===== src/rtl/chimera_mem_to_reg.sv =====
// chimera_mem_to_reg: bridges a grant/rvalid memory-style slave port onto a
// single-outstanding valid/ready register-bus master. One transaction is in
// flight at a time; an optional watchdog aborts a stalled register access
// and answers the memory side with an error response.
module chimera_mem_to_reg #(
    parameter int unsigned AddrWidth     = 32,
    parameter int unsigned DataWidth     = 32,
    parameter int unsigned TimeoutCycles = 1024
) (
    input  logic                   clk_i,
    input  logic                   rst_ni,
    // memory-side slave
    input  logic                   mem_req_i,
    output logic                   mem_gnt_o,
    input  logic                   mem_we_i,
    input  logic [AddrWidth-1:0]   mem_addr_i,
    input  logic [DataWidth-1:0]   mem_wdata_i,
    input  logic [DataWidth/8-1:0] mem_be_i,
    output logic                   mem_rvalid_o,
    output logic [DataWidth-1:0]   mem_rdata_o,
    output logic                   mem_rerror_o,
    // register-bus master request
    output logic                   reg_valid_o,
    output logic                   reg_write_o,
    output logic [AddrWidth-1:0]   reg_addr_o,
    output logic [DataWidth-1:0]   reg_wdata_o,
    output logic [DataWidth/8-1:0] reg_wstrb_o,
    // register-bus response
    input  logic                   reg_ready_i,
    input  logic [DataWidth-1:0]   reg_rdata_i,
    input  logic                   reg_error_i,
    // status
    output logic                   busy_o,
    output logic                   timeout_o
);

    localparam int unsigned StrbWidth = DataWidth / 8;

    typedef enum logic {
        IDLE = 1'b0,
        BUSY = 1'b1
    } state_e;

    state_e                 state_q, state_d;

    // latched request, held for the whole BUSY phase
    logic                   we_q;
    logic [AddrWidth-1:0]   addr_q;
    logic [DataWidth-1:0]   wdata_q;
    logic [StrbWidth-1:0]   be_q;

    // registered memory-side response
    logic                   rvalid_q, rvalid_d;
    logic [DataWidth-1:0]   rdata_q, rdata_d;
    logic                   rerror_q, rerror_d;

    logic                   grant;
    logic                   timeout_fire;
    logic                   busy;

    assign busy  = (state_q == BUSY);
    // Gating with rst_ni keeps the grant low during reset cycles.
    assign grant = (state_q == IDLE) && mem_req_i && rst_ni;

    generate
        if (TimeoutCycles > 0) begin : g_timeout
            localparam int unsigned CntWidth = $clog2(TimeoutCycles + 1);
            localparam logic [CntWidth-1:0] CntMax = CntWidth'(TimeoutCycles);

            logic [CntWidth-1:0] cnt_q, cnt_d;

            // Stall counter: cleared when a request is granted, counts BUSY
            // cycles without ready and saturates at the limit.
            always_comb begin
                cnt_d = cnt_q;
                if (grant) begin
                    cnt_d = '0;
                end else if (busy && !reg_ready_i && (cnt_q != CntMax)) begin
                    cnt_d = cnt_q + 1'b1;
                end
            end

            // Stall counter register.
            always_ff @(posedge clk_i) begin
                if (!rst_ni) begin
                    cnt_q <= '0;
                end else begin
                    cnt_q <= cnt_d;
                end
            end

            // Fires in the BUSY cycle whose stall would bring the count to
            // the limit; a ready in that same cycle wins.
            assign timeout_fire = busy && !reg_ready_i && rst_ni &&
                                  (cnt_q == CntMax - 1'b1);
        end else begin : g_no_timeout
            assign timeout_fire = 1'b0;
        end
    endgenerate

    // Next-state and response computation.
    always_comb begin
        state_d  = state_q;
        rvalid_d = 1'b0;
        rdata_d  = '0;
        rerror_d = 1'b0;
        unique case (state_q)
            IDLE: begin
                if (grant) begin
                    state_d = BUSY;
                end
            end
            BUSY: begin
                if (reg_ready_i) begin
                    state_d  = IDLE;
                    rvalid_d = 1'b1;
                    rerror_d = reg_error_i;
                    rdata_d  = we_q ? '0 : reg_rdata_i;
                end else if (timeout_fire) begin
                    state_d  = IDLE;
                    rvalid_d = 1'b1;
                    rerror_d = 1'b1;
                end
            end
            default: begin
                state_d = IDLE;
            end
        endcase
    end

    // State and response registers; reset abandons any transaction silently.
    always_ff @(posedge clk_i) begin
        if (!rst_ni) begin
            state_q  <= IDLE;
            rvalid_q <= 1'b0;
            rdata_q  <= '0;
            rerror_q <= 1'b0;
        end else begin
            state_q  <= state_d;
            rvalid_q <= rvalid_d;
            rdata_q  <= rdata_d;
            rerror_q <= rerror_d;
        end
    end

    // Capture the memory-side request on grant.
    always_ff @(posedge clk_i) begin
        if (!rst_ni) begin
            we_q    <= 1'b0;
            addr_q  <= '0;
            wdata_q <= '0;
            be_q    <= '0;
        end else if (grant) begin
            we_q    <= mem_we_i;
            addr_q  <= mem_addr_i;
            wdata_q <= mem_wdata_i;
            be_q    <= mem_be_i;
        end
    end

    assign mem_gnt_o    = grant;
    assign mem_rvalid_o = rvalid_q;
    assign mem_rdata_o  = rdata_q;
    assign mem_rerror_o = rerror_q;

    // Request fields are quiet outside BUSY; write payload is zero on reads.
    assign reg_valid_o  = busy;
    assign reg_write_o  = busy && we_q;
    assign reg_addr_o   = busy ? addr_q : '0;
    assign reg_wdata_o  = (busy && we_q) ? wdata_q : '0;
    assign reg_wstrb_o  = (busy && we_q) ? be_q : '0;

    assign busy_o       = busy;
    assign timeout_o    = timeout_fire;

endmodule


===== config.mk =====
export PLATFORM = sky130hd
export DESIGN_NAME = chimera_mem_to_reg
export DESIGN_NICKNAME = d
export VERILOG_FILES = /design/src/rtl/chimera_mem_to_reg.sv
export SDC_FILE = /design/constraint.sdc
export NUM_CORES = 1
export LEC_CHECK = 0
export CORE_MARGIN = 10
export CORE_UTILIZATION = 25
export CTS_BUF_LIST = sky130_fd_sc_hd__clkbuf_2
export CTS_CLUSTER_SIZE = 24
export DETAILED_ROUTE_END_ITERATION = 10
export SLEW_MARGIN = 10
export SYNTH_ARGS = -nofsm -noshare
export SYNTH_HDL_FRONTEND = slang
export SYNTH_SLANG_ARGS = --single-unit

===== constraint.sdc =====
create_clock -name clk_i -period 2.4 [get_ports clk_i]
set_input_delay 0.36 -clock clk_i [delete_from_list [all_inputs] [get_ports clk_i]]
set_output_delay 0.36 -clock clk_i [all_outputs]
set_load 0.05 [all_outputs]

-- Word-level counts from Yosys, hierarchy flattened
Cells that the tools add are included.
- register bits after elaboration: 115
- input port bits: 106
- output and inout bits: 107
- word-level logic and storage cells: 36
- add/sub/neg operators: 1
- equal/unequal tests: 2
- muxes and demuxes: 10
- bitwise operators: 3
- reductions and logical operators: 11
- operator list (kind ; count):
    $mux W32 ; 2
    $add A11 B1 Y11 const B ; 1
    $eq A11 B10 Y1 const B ; 1
    $ne A11 B11 Y1 const B ; 1
    $logic_and A1 B1 Y1 ; 7
    $mux W1 ; 6
    $mux W4 ; 1
    $reduce_or A4 Y1 ; 1
    $not A1 Y1 ; 3
    $pmux W1 S2 ; 1
    $reduce_and A2 Y1 ; 1
    $reduce_or A2 Y1 ; 1
    $logic_not A1 Y1 ; 1

-- Logic depth before layout (Yosys ltp)
- depth in word-level cells: 7
- mapped depth: 6
- mapped depth without buffers: 5

-- Worst setup path before layout
OpenSTA, ideal clock, no wires.
- path kind: reg-to-output
- start: register state_q (netlist: busy_o)
- end: output reg_addr_o[22]
- arrival time: 1.744 ns
- required time: 2.040 ns
- path slack: 0.296 ns
- cell stages (with the launch flop): 5
- cells stage by stage: dfxtp_1 -> buf_6 -> clkbuf_1 -> clkbuf_1 -> and2_1
- longest elaborated chain between the ends: 1
- RTL lines (element ; line ; text):
    from (decl) ; 44 ; state_e state_q, state_d;
    from (signal assigned) ; 139 ; state_q <= state_d;
    $mux W32 ; 169 ; assign reg_addr_o = busy ? addr_q : '0;
    to (decl) ; 25 ; output logic [AddrWidth-1:0] reg_addr_o,
Every way passes these cells.

-- Worst setup path in the final report
- start: register g_timeout.cnt_q[5]
- end: output timeout_o
- longest elaborated chain between the ends: 2
- RTL lines (element ; line ; text):
    from (decl) ; 70 ; logic [CntWidth-1:0] cnt_q, cnt_d;
    from (signal assigned) ; 88 ; cnt_q <= cnt_d;
    $eq A11 B10 Y1 ; 95 ; (cnt_q == CntMax - 1'b1);
    $logic_and A1 B1 Y1 ; 94 ; assign timeout_fire = busy && !reg_ready_i && rst_ni &&
    to (decl) ; 34 ; output logic timeout_o
Every way passes these cells.

==> impl_metrics.csv <==
group,metric,value,unit
routing,wirelength,14.5,mm
place,io_buffers,212,
timing,finalCriticalPeriod,2.24,ns
pwr,power.density,596,nW/um2
logic_synthesis,synth_compound_area_share,17.0,%
timing,setup_violations,0,
logic_synthesis,synthMuxAreaShare,0.961,%
logic_synthesis,synthCells,391,
clocking,clockBufferDepth,2,
logic_synthesis,synth_top_family_by_area,"simple AND/OR/NAND/NOR gates",
worst_hold_path,hold_depth,2,
place,place_congestion,0.829,
finish,diodes,0,
critical_path,path_class,"reg -> out",
worst_hold_path,hold_path.class,"in -> reg",
clocking,ctsRootBufferMaster,"clkbuf_2",
die,start_util,25.3,%
global_route,grt_pass1_wl,22.5,mm
finish,n_fill_cell,1539,
timing,slew_viol_final,0,
finish,syn_to_final_growth,74.7,%
die,dieWidth,149,um
logic_synthesis,yosys.area_share.simple,22.0,%
finish,nets,710,
clocking,cts_sinks,115,
logic_synthesis,synth_cell_type_count,36,
critical_path,r2r-start,"g_timeout.cnt_q[0]$_SDFFE_PP0P_",
die,rows,47,
finish,layout-drive-gt1-share,20.2,%
logic_synthesis,ys_ff_latch,115,
place,hpwlAfterDp,10.8,mm
routing,drc,0,
global_route,antenna_found_initial,0,
logic_synthesis,yosysSeqAreaShare,55.2,%
pwr,swShare,26.2,%
logic_synthesis,synth_xor_area_share,0,%
routing,wl_per_cell,17.4,um
timing,worstMarginPinSlew,0.536,ns
clocking,cts_tree,"yes",
die,core_area,16500,um2
clocking,clkSlewWorstSetupHoldPaths,0.20,ns
timing,hold_viol,0,
timing,setup_ws,0.162,ns
global_route,grt_usage,12.8,%
worst_hold_path,min_to,"mem_rdata_o[5]$_SDFF_PP0_",
outcome,outcome,"finished, final reports clean",
critical_path,start_kind,"flip-flop",
place,dp_slack,0.336,ns
routing,firstDrtPassIters,4,
critical_path,regToRegEndpoint,"g_timeout.cnt_q[8]$_SDFFE_PP0P_",
pwr,power.share.clock,39.2,%
routing,drt_iter0_markers,186,
clocking,insertion_delay,0.65,ns
critical_path,r2r_slack,0.85,ns
worst_hold_path,hp-start,"reg_rdata_i[5]",
timing,rsz0062_at_grt,"yes",
die,dieArea,22200,um2
timing,max_freq,447,MHz
global_route,grt_remaining_overflow,0,
pwr,p_comb_share,13.5,%
logic_synthesis,synthesis.area,4170,um2
die,num_io_pins,213,
timing,relSlewSlack,64.1,%
critical_path,cp-end-kind,"primary output",
logic_synthesis,synth_nets,499,
pwr,intPower,3.20,mW
logic_synthesis,yosys_warnings,0,
finish,fin_util,44.2,%
timing,tns,0,ns
pwr,power_frac_seq,47.2,%
critical_path,cpPeakStageDelay,0.44,ns
pwr,p_sw,1.13,mW
clocking,cts_buffers,17,
routing,ant_nets,0,
die,dieHeight,149,um
timing,skew,0.0180,ns
critical_path,cp_cell_sequence,"nand4_1 > nor3_4 > and4b_1 > buf_12",
clocking,cts_hold_buf,0,
critical_path,worst-endpoint-arrival,1.88,ns
routing,vias,3792,
critical_path,cp_slowest_cell,"dfxtp_4",
pwr,p_leak,3.07,nW
timing,fin_crit_sh,93.2,%
routing,via_per_inst,4.54,
logic_synthesis,synthAdderAreaFrac,0.600,%
logic_synthesis,syn_avg_cell_area,10.7,um2
critical_path,cp_max_fo,9,
pwr,ir_drop,0.474,mV
critical_path,reg2reg_depth,5,
flow_run,maxCapViolations,0,
clocking,htreeDepth,4,
global_route,first_global_vias,3989,
global_route,grt_max_degree,70,
critical_path,worst-endpoint-required,2.04,ns
## critical path, delay by kind of cell (launching register included)
family	cells	cell delay (ns)
flops	1	0.44
buf+inv	1	0.15
simple gates	3	0.65
## cell families after synthesis
kind of cell	Yosys count
and+or+nand+nor	145
muxes	4
adders and majority gates	2
DFF	115
buffers and inverters	39
AOI/OAI and AO/OA	86
## cell usage in the layout, fill, tap and decap left out, drive strengths merged, types with 3 or more instances in the layout
cell / instances
clkdlybuf4s50: 137
dfxtp: 115
buf: 72
a22o: 69
and2: 67
and3: 36
clkbuf: 18
clkdlybuf4s15: 12
nand3: 11
inv: 8
a21oi: 6
bufinv: 6
nand2: 5
mux2i: 4
clkinvlp: 4
nor4: 3
o31ai: 3
o21ai: 3
nor2: 3
nand3b: 3
## sequential cells by signal, summed over array words and instances (netlist names)
signal and flops:
we_q 1, busy_o 1, mem_rerror_o 1, g_timeout.cnt_q 11, wdata_q 32, mem_rvalid_o 1, be_q 4, addr_q 32
mem_rdata_o 32
## power groups by stage
| stage | logic [mW] | clock network [mW] | registers (mW) |
|---|---|---|---|
| 2_1_floorplan | 0.260 | 0 | 2.12 |
| 3_3_place_gp | 0.586 | 0 | 2.09 |
| 3_5_place_dp | 0.593 | 0 | 2.09 |
| 4_1_cts | 0.592 | 1.77 | 2.05 |
| 5_1_grt | 0.627 | 1.86 | 2.06 |
| 6_report | 0.587 | 1.70 | 2.05 |
## metrics by stage
step | total power, mW | area (um2) | cells | hold WS [ns]
floorplan | 2.38 | 4170 | 391 | 0.434
global placement | 2.67 | 6840 | 797 | 0.447
detailed placement | 2.69 | 6840 | 797 | 0.448
CTS | 4.42 | 7200 | 831 | 0.122
global route | 4.55 | 7280 | 835 | 0.0667
finish | 4.34 | 7280 | 835 | 0.236
## metal layers
layer	GRT usage, %	up-vias	share of wire (%)
li1	-	1834	-
met1	13.6	1780	39
met2	21.2	170	50
met3	7.43	8	11
met4	3.29	0	0.75
met5	0	-	0
## how the worst max path moves through the flow
| stage | startpoint | end |
|---|---|---|
| floorplan | busy_o$_SDFF_PN0_ | reg_addr_o[22] |
| global placement | reg_ready_i | timeout_o |
| detailed placement | reg_ready_i | timeout_o |
| CTS | g_timeout.cnt_q[0]$_SDFFE_PP0P_ | timeout_o |
| global route | g_timeout.cnt_q[0]$_SDFFE_PP0P_ | timeout_o |
| finish | g_timeout.cnt_q[5]$_SDFFE_PP0P_ | timeout_o |
## cell type report
type | count | area (um2) | share of cell area (%)
clock buffer | 17 | 85.1 | 1.17
clock inverter | 15 | 254 | 3.49
inverter | 5 | 18.8 | 0.258
multi-input combinational | 237 | 1730 | 23.7
sequential | 115 | 2330 | 32.0
tap | 220 | 275 | 3.78
timing repair buffer | 226 | 2590 | 35.6
## what timing repair did
| item | in CTS | in global routing |
|---|---|---|
| setup endpoints to repair | 72 | 60 |
| buffers inserted | 2 | 4 |
| pin swaps | 2 | 0 |
| resized for setup | 36 | 18 |
## synth_stat cells
cell type | instances | area (um2)
dfxtp_1 | 115 | 2300
a22o_1 | 69 | 604
and2_1 | 67 | 419
and3_1 | 36 | 225
clkbuf_1 | 21 | 78.8
nand3_1 | 11 | 55.1
buf_2 | 9 | 45.0
a21oi_1 | 6 | 30.0
inv_1 | 5 | 18.8
nand2_1 | 5 | 18.8
mux2i_1 | 4 | 40.0
nor2_1 | 3 | 11.3
nor4_1 | 3 | 18.8
o21ai_0 | 3 | 15.0
o31ai_1 | 3 | 22.5
and4_1 | 2 | 17.5
and4b_1 | 2 | 20.0
buf_4 | 2 | 15.0
ha_1 | 2 | 25.0
nand3b_1 | 2 | 15.0
nand4_1 | 2 | 12.5
nor2b_1 | 2 | 12.5
o22ai_1 | 2 | 12.5
or3_1 | 2 | 12.5
or4_1 | 2 | 15.0
a21o_1 | 1 | 7.51
a311o_1 | 1 | 10.0
a31oi_1 | 1 | 6.26
buf_6 | 1 | 11.3
clkbuf_2 | 1 | 5.00
nand2b_2 | 1 | 8.76
nand2b_4 | 1 | 13.8
nand3b_4 | 1 | 20.0
nand4b_1 | 1 | 8.76
nor3_1 | 1 | 5.00
nor4b_1 | 1 | 8.76
Power figures use the tool's default switching activity.
